$ cat src/rtl/nts_scheduler_pkg.sv
// -----------------------------------------------------------------------------
// nts_scheduler_pkg
// Shared definitions for the NTS receive scheduler:
//   - state_t            : scheduler FSM encoding (IDLE, SEARCH, XFER)
//   - COUNT_WIDTH        : width of the dispatch/drop statistics counters
//   - MAX_ENGINES        : upper bound on the engine count handled by helpers
//   - nts_capable_mask() : bit i set when engine i can process NTS frames
// -----------------------------------------------------------------------------
package nts_scheduler_pkg;

    typedef enum logic [1:0] {
        STATE_IDLE   = 2'd0,
        STATE_SEARCH = 2'd1,
        STATE_XFER   = 2'd2
    } state_t;

    localparam int COUNT_WIDTH = 32;
    localparam int MAX_ENGINES = 32;

    // Engines 0..engines_nts-1 are NTS-capable; the rest are mini engines.
    function automatic logic [MAX_ENGINES-1:0] nts_capable_mask(input int engines,
                                                                input int engines_nts);
        logic [MAX_ENGINES-1:0] mask;
        mask = '0;
        for (int i = 0; i < MAX_ENGINES; i++) begin
            if (i < engines && i < engines_nts) begin
                mask[i] = 1'b1;
            end
        end
        return mask;
    endfunction

endpackage

$ cat src/rtl/nts_rr_select.sv
// -----------------------------------------------------------------------------
// nts_rr_select
// Purely combinational round-robin selector. Finds the first set bit of elig
// starting at position ptr and wrapping modulo ENGINES.
// Ports:
//   elig   in  ENGINES      eligible engines
//   ptr    in  INDEX_WIDTH  round-robin start position (always < ENGINES)
//   found  out 1            at least one engine is eligible
//   index  out INDEX_WIDTH  selected engine (valid when found)
// -----------------------------------------------------------------------------
module nts_rr_select #(
    parameter int ENGINES     = 4,
    parameter int INDEX_WIDTH = 2
) (
    input  logic [ENGINES-1:0]     elig,
    input  logic [INDEX_WIDTH-1:0] ptr,
    output logic                   found,
    output logic [INDEX_WIDTH-1:0] index
);

    logic [ENGINES-1:0]     rotated;
    logic [INDEX_WIDTH-1:0] offset;
    logic [INDEX_WIDTH:0]   sum;

    always_comb begin
        // NOTE: every variable gets a default before any conditional write,
        // otherwise synthesis infers a latch to hold the old value.
        rotated = '0;
        offset  = '0;

        // rotated[k] is the engine k positions after ptr.
        for (int k = 0; k < ENGINES; k++) begin
            for (int i = 0; i < ENGINES; i++) begin
                if ((int'(ptr) + k) % ENGINES == i) begin
                    rotated[k] = elig[i];
                end
            end
        end

        // Lowest set bit wins: scan downwards so the last write is the lowest.
        for (int k = ENGINES - 1; k >= 0; k--) begin
            if (rotated[k]) begin
                offset = INDEX_WIDTH'(k);
            end
        end

        // Both operands are < ENGINES, so one conditional subtract is a full modulo.
        sum = {1'b0, ptr} + {1'b0, offset};
        if (sum >= (INDEX_WIDTH+1)'(ENGINES)) begin
            sum = sum - (INDEX_WIDTH+1)'(ENGINES);
        end

        index = sum[INDEX_WIDTH-1:0];
        found = |elig;
    end

endmodule

$ cat src/rtl/nts_rx_scheduler.sv
// -----------------------------------------------------------------------------
// nts_rx_scheduler
// Assigns each buffered received frame to one eligible NTS engine in
// round-robin order, drops frames no engine accepts within TIMEOUT_CYCLES
// search cycles, and keeps saturating dispatch/drop counters.
// Ports:
//   i_clk, i_areset        clock, asynchronous active-high reset
//   i_frame_valid/_nts     frame pending (level) and its NTS flag
//   o_frame_ack/_drop      one-cycle pulses: frame assigned / dropped
//   i_engine_busy/ready/enable  per-engine status and API enable mask
//   o_grant_valid/_index   transfer in progress and target engine
//   o_grant                one-hot grant, 0 when no transfer
//   i_transfer_done        dispatcher finished streaming to granted engine
//   i_counter_clear        synchronous clear of both counters
//   o_count_dispatched/_dropped  saturating statistics
// All outputs are registered.
// -----------------------------------------------------------------------------
module nts_rx_scheduler
    import nts_scheduler_pkg::*;
#(
    parameter int ENGINES        = 4,
    parameter int ENGINES_NTS    = 2,
    parameter int INDEX_WIDTH    = 2,
    parameter int TIMEOUT_CYCLES = 1024
) (
    input  logic                   i_clk,
    input  logic                   i_areset,
    input  logic                   i_frame_valid,
    input  logic                   i_frame_nts,
    output logic                   o_frame_ack,
    output logic                   o_frame_drop,
    input  logic [ENGINES-1:0]     i_engine_busy,
    input  logic [ENGINES-1:0]     i_engine_ready,
    input  logic [ENGINES-1:0]     i_engine_enable,
    output logic                   o_grant_valid,
    output logic [INDEX_WIDTH-1:0] o_grant_index,
    output logic [ENGINES-1:0]     o_grant,
    input  logic                   i_transfer_done,
    input  logic                   i_counter_clear,
    output logic [COUNT_WIDTH-1:0] o_count_dispatched,
    output logic [COUNT_WIDTH-1:0] o_count_dropped
);

    localparam int                      TCNT_WIDTH = $clog2(TIMEOUT_CYCLES);
    localparam logic [TCNT_WIDTH-1:0]   TCNT_LAST  = TCNT_WIDTH'(TIMEOUT_CYCLES - 1);
    localparam logic [MAX_ENGINES-1:0]  NTS_FULL   = nts_capable_mask(ENGINES, ENGINES_NTS);
    localparam logic [ENGINES-1:0]      NTS_MASK   = NTS_FULL[ENGINES-1:0];
    localparam logic [INDEX_WIDTH-1:0]  LAST_INDEX = INDEX_WIDTH'(ENGINES - 1);

    state_t                 state, state_next;
    logic [INDEX_WIDTH-1:0] ptr, ptr_next;
    logic [TCNT_WIDTH-1:0]  tcnt, tcnt_next;
    logic                   ack_next, drop_next;
    logic                   grant_valid_next;
    logic [INDEX_WIDTH-1:0] grant_index_next;
    logic [ENGINES-1:0]     grant_next;
    logic                   dispatched_inc, dropped_inc;

    logic [ENGINES-1:0]     elig;
    logic                   sel_found;
    logic [INDEX_WIDTH-1:0] sel_index;

    // NTS frames are restricted to NTS-capable engines; others may go anywhere.
    assign elig = i_engine_enable & i_engine_ready & ~i_engine_busy
                & (i_frame_nts ? NTS_MASK : '1);

    nts_rr_select #(
        .ENGINES     (ENGINES),
        .INDEX_WIDTH (INDEX_WIDTH)
    ) u_rr_select (
        .elig  (elig),
        .ptr   (ptr),
        .found (sel_found),
        .index (sel_index)
    );

    always_comb begin
        state_next       = state;
        ptr_next         = ptr;
        tcnt_next        = tcnt;
        ack_next         = 1'b0;
        drop_next        = 1'b0;
        grant_valid_next = o_grant_valid;
        grant_index_next = o_grant_index;
        grant_next       = o_grant;
        dispatched_inc   = 1'b0;
        dropped_inc      = 1'b0;

        unique case (state)
            STATE_IDLE: begin
                if (i_frame_valid) begin
                    state_next = STATE_SEARCH;
                    tcnt_next  = '0;
                end
            end
            STATE_SEARCH: begin
                if (!i_frame_valid) begin
                    // Frame withdrawn upstream: leave silently, no ack.
                    state_next = STATE_IDLE;
                end else if (sel_found) begin
                    state_next            = STATE_XFER;
                    ack_next              = 1'b1;
                    dispatched_inc        = 1'b1;
                    grant_valid_next      = 1'b1;
                    grant_index_next      = sel_index;
                    grant_next            = '0;
                    grant_next[sel_index] = 1'b1;
                end else if (tcnt == TCNT_LAST) begin
                    state_next  = STATE_IDLE;
                    ack_next    = 1'b1;
                    drop_next   = 1'b1;
                    dropped_inc = 1'b1;
                end else begin
                    tcnt_next = tcnt + 1'b1;
                end
            end
            STATE_XFER: begin
                // Grant is frozen here; engine status changes are ignored.
                if (i_transfer_done) begin
                    state_next       = STATE_IDLE;
                    ptr_next         = (o_grant_index == LAST_INDEX) ? '0
                                                                     : o_grant_index + 1'b1;
                    grant_valid_next = 1'b0;
                    grant_index_next = '0;
                    grant_next       = '0;
                end
            end
            default: begin
                state_next = STATE_IDLE;
            end
        endcase
    end

    always_ff @(posedge i_clk or posedge i_areset) begin
        if (i_areset) begin
            state         <= STATE_IDLE;
            ptr           <= '0;
            tcnt          <= '0;
            o_frame_ack   <= 1'b0;
            o_frame_drop  <= 1'b0;
            o_grant_valid <= 1'b0;
            o_grant_index <= '0;
            o_grant       <= '0;
        end else begin
            // NOTE: non-blocking assignments so every register samples the
            // pre-edge values regardless of statement order.
            state         <= state_next;
            ptr           <= ptr_next;
            tcnt          <= tcnt_next;
            o_frame_ack   <= ack_next;
            o_frame_drop  <= drop_next;
            o_grant_valid <= grant_valid_next;
            o_grant_index <= grant_index_next;
            o_grant       <= grant_next;
        end
    end

    // Clear wins over a same-cycle increment; both counters stick at all-ones.
    always_ff @(posedge i_clk or posedge i_areset) begin
        if (i_areset) begin
            o_count_dispatched <= '0;
            o_count_dropped    <= '0;
        end else if (i_counter_clear) begin
            o_count_dispatched <= '0;
            o_count_dropped    <= '0;
        end else begin
            if (dispatched_inc && o_count_dispatched != '1) begin
                o_count_dispatched <= o_count_dispatched + 1'b1;
            end
            if (dropped_inc && o_count_dropped != '1) begin
                o_count_dropped <= o_count_dropped + 1'b1;
            end
        end
    end

endmodule

$ cat config.mk
export PLATFORM = sky130hd
export DESIGN_NAME = nts_rx_scheduler
export DESIGN_NICKNAME = d
export VERILOG_FILES = /design/src/rtl/nts_scheduler_pkg.sv /design/src/rtl/nts_rr_select.sv /design/src/rtl/nts_rx_scheduler.sv
export SDC_FILE = /design/constraint.sdc
export NUM_CORES = 1
export LEC_CHECK = 0
export ABC_CLOCK_PERIOD_IN_PS = 3600
export BUFFER_PORTS_ARGS = -buffer_cell sky130_fd_sc_hd__buf_2
export CORE_MARGIN = 2
export CORE_UTILIZATION = 56
export DETAILED_ROUTE_END_ITERATION = 10
export GPL_TIMING_DRIVEN = 1
export MAX_ROUTING_LAYER = met4
export PLACE_DENSITY = 0.88
export SYNTH_ARGS = -nofsm -noshare
export SYNTH_HDL_FRONTEND = slang
export SYNTH_HIERARCHICAL = 1
export SYNTH_SLANG_ARGS = --single-unit
$ cat constraint.sdc
create_clock -name i_clk -period 3.6 [get_ports i_clk]
set_clock_uncertainty 0.15 [all_clocks]
set_input_delay 0.36 -clock i_clk [delete_from_list [all_inputs] [get_ports i_clk]]
set_output_delay 0.36 -clock i_clk [all_outputs]
set_load 0.005 [all_outputs]
Yosys cells after proc, flatten, opt, wreduce, memory -nomap -nowiden
Index checks and enable logic that the tools add are counted.

storage, ports and cells
  flip-flop bits (word level) = 87
  latch bits = 0
  RAM bits = 0
  memory bits (read-only) = 0
  bits of input ports = 18
  output and inout port bits = 73
  word-level logic and storage cells = 135
  memories kept = 0

operators by class
  add/subtract/negate cells = 9
  multipliers = 0
  div/mod/pow operators = 0
  magnitude comparators = 3
  equality and inequality tests = 25
  shift operators = 0
  mux-type cells = 61
  bitwise gates (word level) = 7
  reductions and logical operators = 20

operators with widths
  operator                                        number
  logical NOT 32 bit                              4
  two-way mux 32 bit                              4
  adder 32 x 1 -> 32 bit (second input constant)  2
  inequality test 32 bit (second input constant)  2
  two-way mux 10 bit                              4
  two-way mux 1 bit                               30
  two-way mux 2 bit                               13
  case mux 10 bit (2 select lines)                1
  == test 3 bit (second input constant)           6
  two-way mux 4 bit                               4
  bitwise AND 4 bit                               3
  inequality test 2 bit (second input constant)   6
  adder 10 x 1 -> 10 bit (second input constant)  1
  == test 10 bit (second input constant)          1
  == test 3 x 2 -> 1 bit (second input constant)  3
  == test 2 bit (second input constant)           4
  case mux 4 bit (2 select lines)                 1
  nonzero test 2 bit                              4
  case mux 2 bit (3 select lines)                 1
  OR reduction 2 bit                              3
  AND reduction 5 bit                             1
  adder 2 x 1 -> 2 bit (second input constant)    2
  adder 2 bit (second input constant)             2
  == test 2 x 1 -> 1 bit (second input constant)  2
  17 further kinds                                21

Logic depth before layout (Yosys ltp)
  depth in word-level cells = 22
  depth in mapped cells = 11
  depth with buffers taken out = 10

Cells and area by module
The synthesis kept the hierarchy.

modules (own cells, without submodules)
  module            instances  cells each  area an instance (sq um)  seq. area each (sq um)
  nts_rx_scheduler  1          512         4901.0                    2177.1
  nts_rr_select     1          25          166.4                     0.0

Worst setup path after synthesis
Ideal clock, no wire load.

  path kind = input port to flip-flop
  start = input i_frame_nts
  end = register o_count_dispatched[28]
  setup time = 78 ps
  arrival time = 2573 ps
  required time = 3372 ps
  slack = 799 ps
  stages = 8
  path buffers = 0
  cell sequence = nor4bb_1 nor2_1 nand2b_1 and4b_1 nand4_4 or4_4 or3_1 a21oi_1

between the ends
  cells in the longest elaborated chain, start to end = 8

RTL lines
  what                          RTL line                 source
  from (decl)                   nts_rx_scheduler.sv:29   input logic i_frame_nts,
  two-way mux 4 bit             nts_rx_scheduler.sv:65   & (i_frame_nts ? NTS_MASK : '1);
  bitwise AND 4 bit             nts_rx_scheduler.sv:65
  OR reduction 4 bit            nts_rr_select.sv:54      found = |elig;
  named net sel_found           nts_rx_scheduler.sv:60   logic sel_found;
  two-way mux 1 bit             nts_rx_scheduler.sv:100  end else if (sel_found) begin
  two-way mux 1 bit             nts_rx_scheduler.sv:97   if (!i_frame_valid) begin
  two-way mux 1 bit             nts_rx_scheduler.sv:89   unique case (state)
  logical AND 1 bit             nts_rx_scheduler.sv:167  if (dispatched_inc && o_count_dispatched != '1) begin
  nonzero test 2 bit (no line)  -
  to (signal assigned)          nts_rx_scheduler.sv:168  o_count_dispatched <= o_count_dispatched + 1'b1;
  to (decl)                     nts_rx_scheduler.sv:40   output logic [COUNT_WIDTH-1:0] o_count_dispatched,

The timed path passes the listed nets, and every way through them passes these cells.
A chain may end at the register's enable or synchronous reset.

Worst setup path in the final report
  start = input i_frame_nts
  end = register o_count_dispatched[30]

between the ends
  cells in the longest elaborated chain, start to end = 8

RTL lines
  what                          RTL line                 source
  two-way mux 4 bit             nts_rx_scheduler.sv:65
  bitwise AND 4 bit             nts_rx_scheduler.sv:65
  named net elig[3]             nts_rx_scheduler.sv:59   logic [ENGINES-1:0] elig;
  OR reduction 4 bit            nts_rr_select.sv:54
  named net sel_found           nts_rx_scheduler.sv:60
  two-way mux 1 bit             nts_rx_scheduler.sv:100
  two-way mux 1 bit             nts_rx_scheduler.sv:97
  two-way mux 1 bit             nts_rx_scheduler.sv:89
  logical AND 1 bit             nts_rx_scheduler.sv:167
  nonzero test 2 bit (no line)  -

The timed path passes the listed nets, and every way through them passes these cells.

==> flow_summary.json <==
{
  "status": "completed",
  "synth-edff-count": 0,
  "dp_hpwl_mm": 8.75,
  "drt_iter0_drc": 293,
  "power-per-cell-area_nw_per_um2": 375,
  "slowest_delay_ns": 0.57,
  "drive_gt1_share_pct": 24.0,
  "tns_ns": 0,
  "io_buffers": 90,
  "num_rows": 34,
  "max_freq_mhz": 348,
  "timing.final.crit_share_pct": 79.9,
  "clk_pin_slew_worst_paths_ns": 0.09,
  "root_buffer": "clkbuf_8",
  "cp_top_family": "simple AND/OR/NAND/NOR gates",
  "vias": 4750,
  "hold_class": "primary input to register",
  "die_x_um": 99.1,
  "seq_area_frac_synth_pct": 43.0,
  "synth_top_area_cell": "dfrtp_1",
  "drv_cap": 0,
  "crit_path_end_kind": "register",
  "synth_top_area_share_pct": 43.0,
  "maxSlewHeadroom_pct": 37.2,
  "grt_pass1_vias": 4597,
  "cts_tree": "built",
  "gp_congestion": 0.905,
  "syn_to_final_growth_pct": 15.4,
  "grt.total_usage_pct": 27.6,
  "crit_fanout": 10,
  "crit_required_ns": 3.73,
  "gr-total-overflow": 0,
  "totalWireLength_mm": 12.6,
  "power_leakage_nw": 2.57,
  "async_reset_ff_share_pct": 100,
  "start_kind": "primary input",
  "cts.htree.levels": 3,
  "dr.pass1.iters": 5,
  "r2r_cells": 6,
  "start_util_pct": 57.8,
  "hold_viol_final": 0,
  "syn_area_sq_um": 5070,
  "cts.path.max_buffers": 2,
  "ios": 91,
  "yosysUniqueCellTypes": 72,
  "synth_nets": 560,
  "synth_flop_cell": "dfrtp_1",
  "post-route-drc-count": 0,
  "wire_per_inst_um": 17.2,
  "avgSynthCellArea_sq_um": 9.44,
  "rsz0062_at_grt": "no",
  "grt_pass1_wl_mm": 21.7,
  "postRouteAntennaNets": 0,
  "core_area_sq_um": 8760,
  "post_drt_via_cell_ratio": 6.45,
  "post_cts_buffers": 0,
  "worst_skew_pair.late_latency_ns": 0.36,
  "numCtsBuffers": 9,
  "die_y_um": 99.1,
  "design_area_sq_um": 5850,
  "finalSetupViolCount": 0,
  "worstSetupPathDepth": 9,
  "worstSetupPathType": "primary input to register",
  "crit_buf_inv": 1,
  "dieArea_sq_um": 9830,
  "syn_inst": 537,
  "synth_area_leaders": "dfrtp_1 43%, a21oi_1 4.3%, nand2_1 3.3%",
  "ys_seq_elements": 87,
  "final_max_slew_viol_count": 0,
  "crit_slowest_cell": "or4_4",
  "tightest_slew_ns": 0.942,
  "crit_arrival_ns": 3.00,
  "fin_crit_ns": 2.88,
  "fillCellCount": 700,
  "cts_sinks": 87,
  "irDropWorstVdd_mv": 0.213,
  "yosysWarnings": 6,
  "worstPathCellList": "buf_2 > nor4bb_1 > or2_1 > nand2b_1 > and4b_1 > nand4_4 > or4_4 > or3_1 > a21oi_1",
  "nets": 646,
  "antenna_found_initial": 0,
  "grt_max_degree": 87,
  "diodes": 0,
  "dpl-instance-area_sq_um": 5590,
  "hold_depth": 2
}
[kinds of logic after synthesis]
group | Yosys count | share of synthesized area, %
simple gates | 248 | 29.5
compound gates | 131 | 17.7
flops | 87 | 43.0
buf+inv | 39 | 3.60
xor+xnor | 20 | 3.46
mux | 7 | 1.51
fa+ha+maj | 5 | 1.23
[area by class of cell]
type                    instances  area, sq um  share of cell area, %
repair buffers                 96          510                   8.73
well taps                     108          135                   2.31
clock inverters                 5          105                   1.80
flip-flops and latches         87         2180                   37.2
clock buffers                  11          141                   2.42
inverters                      18         68.8                   1.18
multi-input cells             411         2710                   46.3
[sequential cells by signal, summed over array words and instances (netlist names), 2 cells and up]
name and cells:
o_grant 4, state 2, o_count_dispatched 32, o_count_dropped 32, tcnt 10, o_grant_index 2
ptr 2
[synthesized netlist by cell type (3+ instances only)]
| library cell | number |
|---|---|
| dfrtp_1 | 87 |
| a21oi_1 | 44 |
| nand2_1 | 44 |
| nor2_1 | 42 |
| nand3_1 | 31 |
| o21ai_0 | 21 |
| nand4_1 | 18 |
| or3_1 | 18 |
| xnor2_1 | 18 |
| inv_1 | 17 |
| o31ai_1 | 17 |
| or4_1 | 14 |
| nor3_1 | 10 |
| and3_1 | 9 |
| clkbuf_1 | 9 |
| and4_1 | 8 |
| buf_2 | 8 |
| nand2b_1 | 7 |
| a2111oi_2 | 5 |
| and2_1 | 5 |
| ha_1 | 5 |
| mux2_2 | 5 |
| nor4_1 | 5 |
| a2111oi_0 | 4 |
| a211oi_1 | 4 |
| a21o_1 | 4 |
| a31oi_1 | 4 |
| nor2b_1 | 4 |
| o21bai_1 | 4 |
| o41ai_1 | 4 |
| a22o_1 | 3 |
| a31o_2 | 3 |
| nand3b_1 | 3 |
| nor4_2 | 3 |
[cells in the final DEF (no fill, tap or decap), types with 7 or more instances in the layout]
master,synthesis,final
buf_2,8,90
dfrtp_1,87,87
nand2_1,44,44
a21oi_1,44,44
nor2_1,42,42
nand3_1,31,31
o21ai_0,21,21
nand4_1,18,18
or3_1,18,18
xnor2_1,18,18
o31ai_1,17,17
inv_1,17,16
or4_1,14,14
nor3_1,10,10
clkbuf_8,1,10
and3_1,9,9
and4_1,8,8
nand2b_1,7,7
[worst paths after layout]
kind / start / endpoint / slack (ns)
setup reg to reg: tcnt[0] / tcnt[8] / 0.93
max in group asynchronous: i_areset / o_count_dispatched[9] / 2.46
hold / removal: i_transfer_done / state[1] / 0.06
min in group asynchronous: i_areset / o_frame_ack / 0.23
hold reg to reg: o_grant[0] / o_grant[0] / 0.34
setup / recovery: i_frame_nts / o_count_dispatched[30] / 0.72
[power breakdown]
group / leakage, nW / switching (mW) / internal [mW] / total (mW)
clock network: 0.116 / 0.365 / 0.480 / 0.846
registers: 1.20 / 0.0613 / 1.03 / 1.09
logic: 1.26 / 0.143 / 0.115 / 0.257
[what timing repair did]
| item | 4_1_cts | 5_1_grt |
|---|---|---|
| endpoints found under the hold margin | 87 | 0 |
| resized for setup | 0 | 0 |
| hold buffers | 1 | 0 |
[metrics by stage]
stage	power, mW	worst slack (ns)	hold slack, ns	cells	utilization [%]
after floorplan	1.27	0.799	0.317	537	-
final	2.19	0.724	0.0587	736	66.7
after CTS	2.21	0.783	0.0503	736	66.7
after global placement	1.35	0.527	0.0597	719	63.8
after detailed placement	1.37	0.435	0.0637	719	63.8
after global routing	2.29	0.553	0.0636	736	66.7
[routing by layer]
layer / part of all wire [%] / GRT usage (%)
met1: 41 / 35.2
met2: 50 / 44.1
met3: 6.4 / 5.13
met4: 1.9 / 10.5
met5: 0 / -
(Power assumes the default switching activity.)
